--- src/rtl/pipe_pkg.sv ---
// Shared types and default widths for pipeline stage registers.
// Skid-buffer state encoding and payload width helper.
package pipe_pkg;

  typedef enum logic [1:0] {
    EMPTY = 2'd0,
    ONE   = 2'd1,
    TWO   = 2'd2
  } skid_state_e;

  localparam int unsigned INSTR_W_DEF = 32;
  localparam int unsigned DATA_W_DEF  = 64;
  localparam int unsigned CTRL_W_DEF  = 16;
  localparam int unsigned STALL_W_DEF = 16;

  function automatic int unsigned payload_width(
    input int unsigned iw,
    input int unsigned dw,
    input int unsigned cw
  );
    return iw + 3 * dw + cw;
  endfunction

endpackage

--- src/rtl/pipe_payload_reg.sv ---
// Width-parametrised payload register.
// Load enable plus synchronous clear.
module pipe_payload_reg #(
  parameter int unsigned W = 8
) (
  input  logic         clk,
  input  logic         rst_i,
  input  logic         clr_i,
  input  logic         en_i,
  input  logic [W-1:0] d_i,
  output logic [W-1:0] q_o
);

  logic [W-1:0] data_q;

  // hold payload; clear wins over load
  always_ff @(posedge clk) begin
    if (rst_i || clr_i) begin
      data_q <= '0;
    end else if (en_i) begin
      data_q <= d_i;
    end
  end

  assign q_o = data_q;

endmodule

--- src/rtl/id_ex_pipe_reg.sv ---
// ID->EX pipeline register with 2-entry skid buffer.
// Registered in_ready, flush squash, saturating stall counter.
module id_ex_pipe_reg
  import pipe_pkg::*;
#(
  parameter int unsigned INSTR_WIDTH   = INSTR_W_DEF,
  parameter int unsigned DATA_WIDTH    = DATA_W_DEF,
  parameter int unsigned CONTROL_WIDTH = CTRL_W_DEF,
  parameter int unsigned STALL_CNT_W   = STALL_W_DEF
) (
  input  logic                     clk,
  input  logic                     reset,
  input  logic                     flush,
  input  logic                     in_valid,
  output logic                     in_ready,
  input  logic [INSTR_WIDTH-1:0]   pc_in,
  input  logic [DATA_WIDTH-1:0]    val_a_in,
  input  logic [DATA_WIDTH-1:0]    val_b_in,
  input  logic [DATA_WIDTH-1:0]    imm_in,
  input  logic [CONTROL_WIDTH-1:0] control_in,
  output logic                     out_valid,
  input  logic                     out_ready,
  output logic [INSTR_WIDTH-1:0]   pc_out,
  output logic [DATA_WIDTH-1:0]    val_a_out,
  output logic [DATA_WIDTH-1:0]    val_b_out,
  output logic [DATA_WIDTH-1:0]    imm_out,
  output logic [CONTROL_WIDTH-1:0] control_out,
  output logic [STALL_CNT_W-1:0]   stall_cycles
);

  localparam int unsigned PW =
    payload_width(INSTR_WIDTH, DATA_WIDTH, CONTROL_WIDTH);

  skid_state_e            state_q, state_d;
  logic                   in_ready_q;
  logic                   accept, pop;
  logic                   load_main, load_skid;
  logic [PW-1:0]          in_pl, main_d, main_q, skid_q;
  logic [PW-1:0]          out_pl;
  logic [STALL_CNT_W-1:0] stall_q;

  assign in_pl  = {pc_in, val_a_in, val_b_in, imm_in, control_in};
  assign accept = in_valid & in_ready_q;
  assign pop    = out_valid & out_ready;
  assign main_d = (state_q == TWO) ? skid_q : in_pl;

  // state and registered ready
  always_ff @(posedge clk) begin
    if (reset) begin
      state_q    <= EMPTY;
      in_ready_q <= 1'b1;
    end else begin
      state_q    <= state_d;
      in_ready_q <= (state_d != TWO);
    end
  end

  // next state and entry loads; flush squashes everything
  always_comb begin
    state_d   = state_q;
    load_main = 1'b0;
    load_skid = 1'b0;
    unique case (state_q)
      EMPTY: begin
        if (accept) begin
          state_d   = ONE;
          load_main = 1'b1;
        end
      end
      ONE: begin
        if (accept && pop) begin
          load_main = 1'b1;
        end else if (accept) begin
          state_d   = TWO;
          load_skid = 1'b1;
        end else if (pop) begin
          state_d   = EMPTY;
        end
      end
      TWO: begin
        if (pop) begin
          state_d   = ONE;
          load_main = 1'b1;
        end
      end
      default: state_d = EMPTY;
    endcase
    if (flush) begin
      state_d   = EMPTY;
      load_main = 1'b0;
      load_skid = 1'b0;
    end
  end

  pipe_payload_reg #(.W(PW)) u_main (
    .clk   (clk),
    .rst_i (reset),
    .clr_i (flush),
    .en_i  (load_main),
    .d_i   (main_d),
    .q_o   (main_q)
  );

  pipe_payload_reg #(.W(PW)) u_skid (
    .clk   (clk),
    .rst_i (reset),
    .clr_i (flush),
    .en_i  (load_skid),
    .d_i   (in_pl),
    .q_o   (skid_q)
  );

  // outputs: bubbles carry an all-zero payload
  always_comb begin
    out_valid = (state_q != EMPTY);
    out_pl    = out_valid ? main_q : '0;
  end

  assign in_ready = in_ready_q;
  assign {pc_out, val_a_out, val_b_out, imm_out, control_out} = out_pl;

  // back-pressure counter, saturating, survives flush
  always_ff @(posedge clk) begin
    if (reset) begin
      stall_q <= '0;
    end else if (out_valid && !out_ready && (stall_q != '1)) begin
      stall_q <= stall_q + STALL_CNT_W'(1);
    end
  end

  assign stall_cycles = stall_q;

endmodule

--- config.mk ---
export PLATFORM = sky130hd
export DESIGN_NAME = id_ex_pipe_reg
export DESIGN_NICKNAME = d
export VERILOG_FILES = /design/src/rtl/pipe_pkg.sv /design/src/rtl/pipe_payload_reg.sv /design/src/rtl/id_ex_pipe_reg.sv
export SDC_FILE = /design/constraint.sdc
export NUM_CORES = 1
export LEC_CHECK = 0
export ABC_CLOCK_PERIOD_IN_PS = 5200
export CAP_MARGIN = 20
export CORE_MARGIN = 4
export CORE_UTILIZATION = 33
export DETAILED_ROUTE_END_ITERATION = 6
export SLEW_MARGIN = 10
export SYNTH_ARGS = -nofsm -noshare
export SYNTH_HDL_FRONTEND = slang
export SYNTH_HIERARCHICAL = 1
export SYNTH_SLANG_ARGS = --single-unit
--- constraint.sdc ---
create_clock -name clk -period 5.2 [get_ports clk]
set_clock_uncertainty 0.2 [all_clocks]
set_input_delay 1.04 -clock clk [delete_from_list [all_inputs] [get_ports clk]]
set_output_delay 1.04 -clock clk [all_outputs]
set_load 0.02 [all_outputs]
Yosys cells after proc, flatten, opt, wreduce, memory -nomap -nowiden
Cells that the tools add are included.
Cells by class
  bitwise logic cells: 2
  equality and inequality tests: 4
  reduce and logical (&&, ||, !) cells: 7
  add/sub/neg operators: 1
  multiplexer cells: 17
Operators by type and width (count)
  $mux W240: 2
  $add A16 B1 Y16 const B: 1
  $ne A16 B16 Y1 const B: 1
  $mux W2: 6
  $mux W1: 7
  $pmux W2 S3: 1
  $logic_and A1 B1 Y1: 3
  $pmux W1 S3: 1
  $and A1 B1 Y1: 2
  $eq A2 B1 Y1 const B: 1
  $eq A2 B2 Y1 const B: 1
  $logic_not A2 Y1: 1
  $ne A2 B2 Y1 const B: 1
  $reduce_bool A2 Y1: 1
  $logic_not A1 Y1: 1
  $logic_or A1 B1 Y1: 1
Word-level totals
  output and inout bits: 258
  word-level logic and storage cells: 36
  bits in registers: 499
  input port bits: 245

Depth between registers and ports, before layout
  word-level depth: 8
  mapped depth: 10
  mapped depth without buffers: 7

Hierarchy
Netlist, hierarchy kept.
Modules (own cells, without submodules)
  pipe_payload_reg: sequential area each 4804.6 µm², cells each 775, instances 2, area an instance 8623.3 µm²
  id_ex_pipe_reg: sequential area each 380.4 µm², cells each 647, instances 1, area an instance 5577.8 µm²

Worst setup path before layout
Ideal clock, no wire load.
  path kind: reg-to-output
  start: register state_q[1]
  end: output imm_out[24]
  stages on the path, launching flop included: 7
  slack: 2.690 ns
  data required time: 3.960 ns
  arrival time: 1.270 ns
  path buffers: 3
  cell sequence: dfxtp_1 > buf_2 > nor2_1 > inv_1 > buf_2 > clkbuf_1 > and2_1
Between the ends
  cells in the longest elaborated chain, start to end: 2
RTL lines
  from (decl): RTL line id_ex_pipe_reg.sv:34  | skid_state_e state_q, state_d;
  from (signal assigned): RTL line id_ex_pipe_reg.sv:53  | state_q <= state_d;
  $reduce_bool A2 Y1: RTL line id_ex_pipe_reg.sv:115  | out_valid = (state_q != EMPTY);
  $mux W240: RTL line id_ex_pipe_reg.sv:116  | out_pl = out_valid ? main_q : '0;
  to (decl): RTL line id_ex_pipe_reg.sv:26  | output logic [DATA_WIDTH-1:0] imm_out,
Every way passes these cells.

Final worst setup path
  start: register state_q[1]
  end: output val_b_out[10]
Between the ends
  cells in the longest elaborated chain, start to end: 2
RTL lines
  $reduce_bool A2 Y1: RTL line id_ex_pipe_reg.sv:115
  $mux W240: RTL line id_ex_pipe_reg.sv:116
  to (decl): RTL line id_ex_pipe_reg.sv:25  | output logic [DATA_WIDTH-1:0] val_b_out,
Every way passes these cells.

==> impl_metrics.tcl <==
set metrics [dict create \
    total_power_uw 8709 \
    firstDrtPassIters 5 \
    slew_headroom 0.3750 \
    crit_type "flop to output port" \
    synth_top_area_frac 0.4377 \
    setup-tns-final_ns 0 \
    synth.distinct_cells 42 \
    crit_path_max_fanout 131 \
    avgSynthCellArea_sq_um 10.39 \
    rows 96 \
    cp_data_required_time_ns 3.96 \
    status "complete, no violations" \
    clk_pin_slew_worst_paths_ns 0.06 \
    drtIter0Drc 791 \
    fp.dieW_microns 271.0 \
    slew_viol_final 0 \
    cap_violations 0 \
    hold_path.class "flop to flop" \
    areaGrowthSynthToFinish_pct 31.63 \
    grt_first_pass_wirelength_mm 102.5 \
    worstPathArrival_ns 3.10 \
    initial_core_util 0.3328 \
    coreArea_sq_um 68590 \
    synth_largest_area_cell "dfxtp_1" \
    rsz0062_at_grt "false" \
    hold_slack_ns 0.2826 \
    cts.sinks 499 \
    yosysWarnings 6 \
    die_h_microns 271.0 \
    post-route-period-util 0.8353 \
    fmax_mhz 230.2 \
    grt.total_usage 0.1733 \
    clockBufferDepth 3 \
    vias 16720 \
    cp-start-kind "flop" \
    htreeDepth 2 \
    gr-total-overflow 0 \
    cts_buffers 58 \
    drc 0 \
    dieArea_sq_um 73440 \
    endpoint_kind "output port" \
    timing.final.hold_violations 0 \
    syn_area_sq_um 22820 \
    grt_max_degree 132 \
    grt_pass1_vias 16970 \
    cts_resized 0 \
    ys_ff_latch 499 \
    layout.cells.non_filler 3610 \
    port_buffers 502 \
    cp_slowest_cell "clkdlybuf4s50_1" \
    hpwl_mm 44.43 \
    final_nets 2874 \
    cts_tree "done" \
    io_pins 503 \
    postSynthCellCount 2197 \
    dp.cells 3499 \
    worstMarginPinSlew_ns 0.9375 \
    postRouteAntennaNets 0 \
    post-route-util 0.4380 \
    wire_per_inst_microns 18.44 \
    slowest_delay_ns 0.65 \
    drive_gt1_frac 0.06859 \
    totalWireLength_mm 66.58 \
    period_minus_slack_ns 4.344 \
    clockRootBuffer "clkbuf_16" \
    cts_setup_buffers 0 \
    setup_viol 0 \
    gp_congestion 0.7929 \
    reg2reg_slack_ns 2.42 \
    irDropWorstVdd_mv 0.2559 \
    power_density_nw_per_um2 289.9 \
    viasPerCell 4.631 \
    postCtsHoldBufs 0 \
    grt_antenna_before_repair 13 \
    path_cells "nor2_1, inv_4, buf_12, and2_1, clkdlybuf4s50_1" \
    leakage_uw 0.01041 \
    clock_latency_ns 0.60 \
    synth_area_leaders "dfxtp_1 (44%), mux2i_1 (21%), mux2_1 (9.9%), nor2_1 (8.2%), and2_1 (6.6%)" \
    syn_nets 2443 \
    yosysSeqAreaShare 0.4377 \
]
## synth_stat cells, drive strengths merged
cell	count
nand2b	1
nor4	3
and3b	2
ha	1
and2	241
o21ai	3
nor3b	1
nor3	9
nor2	499
a21oi	5
xor2	3
xnor2	8
a31o	1
or4	1
o22a	1
nand2	7
o311ai	2
o21ba	1
or2	3
a31oi	1
buf	130
dfxtp	499
clkbuf	34
mux2	240
mux2i	482
nand3	4
and4	2
nand4	4
nor2b	1
and3	2
or3	2
inv	4
## cells in the final DEF, fill, tap and decap left out, drive strengths merged, types with 4 or more instances in the layout
cell / count
clkdlybuf4s50: 502
dfxtp: 499
nor2: 499
mux2i: 482
and2: 241
mux2: 240
clkbuf: 79
buf: 33
clkinv: 14
diode: 11
nor3: 9
xnor2: 8
nand2: 7
a21oi: 5
bufinv: 5
inv: 5
nand3: 4
nand4: 4
## power by group
part | switching [uW] | internal [uW]
Combinational | 340 | 382
Sequential | 24.7 | 3870
Clock | 1620 | 2460
Total | 1990 | 6720
## worst paths after layout
path	from	cells past startpoint	end
max reg2reg	state_q[1]$_SDFF_PP0_	5	u_main/q_o[111]$_SDFFE_PP0P_
max	state_q[1]$_SDFF_PP0_	5	val_b_out[10]
min reg2reg	u_main/q_o[143]$_SDFFE_PP0P_	2	u_main/q_o[143]$_SDFFE_PP0P_
min	u_main/q_o[143]$_SDFFE_PP0P_	2	u_main/q_o[143]$_SDFFE_PP0P_
## registers in the layout (all words and copies together), names as in the netlist
name / cells
state_q: 2
u_skid/q_o: 240
stall_cycles: 16
u_main/q_o: 240
in_ready: 1
## per-layer routing
layer / vias up / share of wire / GRT usage
met5: - / 0.00071 / 0
met4: 6 / 0.029 / 0.05929
met3: 103 / 0.046 / 0.03521
met2: 352 / 0.50 / 0.3038
met1: 8048 / 0.43 / 0.2118
li1: 8209 / - / -
## kinds of logic after synthesis
family | after synthesis | synth area share
mux | 722 | 0.3298
buf+inv | 168 | 0.06216
simple gates | 782 | 0.1616
compound gates | 14 | 0.004002
fa+ha+maj | 1 | 0.0005481
xor+xnor | 11 | 0.004221
flops | 499 | 0.4377
## metrics by stage
step	worst slack (ns)	area (sq um)
2_1_floorplan	2.690	22820
3_3_place_gp	1.500	28100
3_5_place_dp	1.431	28100
4_1_cts	0.7907	30020
5_1_grt	0.6439	30040
6_report	0.8565	30040
## critical path: cells and delay by family, from the launching register on
kind / cells / cell delay (ns)
and+or+nand+nor: 2 / 0.45
DFF: 1 / 0.46
buffers and inverters: 3 / 1.44
## area by class of cell
class,instances,area [sq um]
Antenna cell,11,27.53
Clock buffer,79,1660
Clock inverter,21,259.0
Fill cell,6433,38540
Inverter,4,17.52
Multi-Input combinational cell,1530,11440
Sequential cell,499,9990
Tap cell,931,1165
Timing Repair Buffer,535,5485
Power figures use the tool's default switching activity.
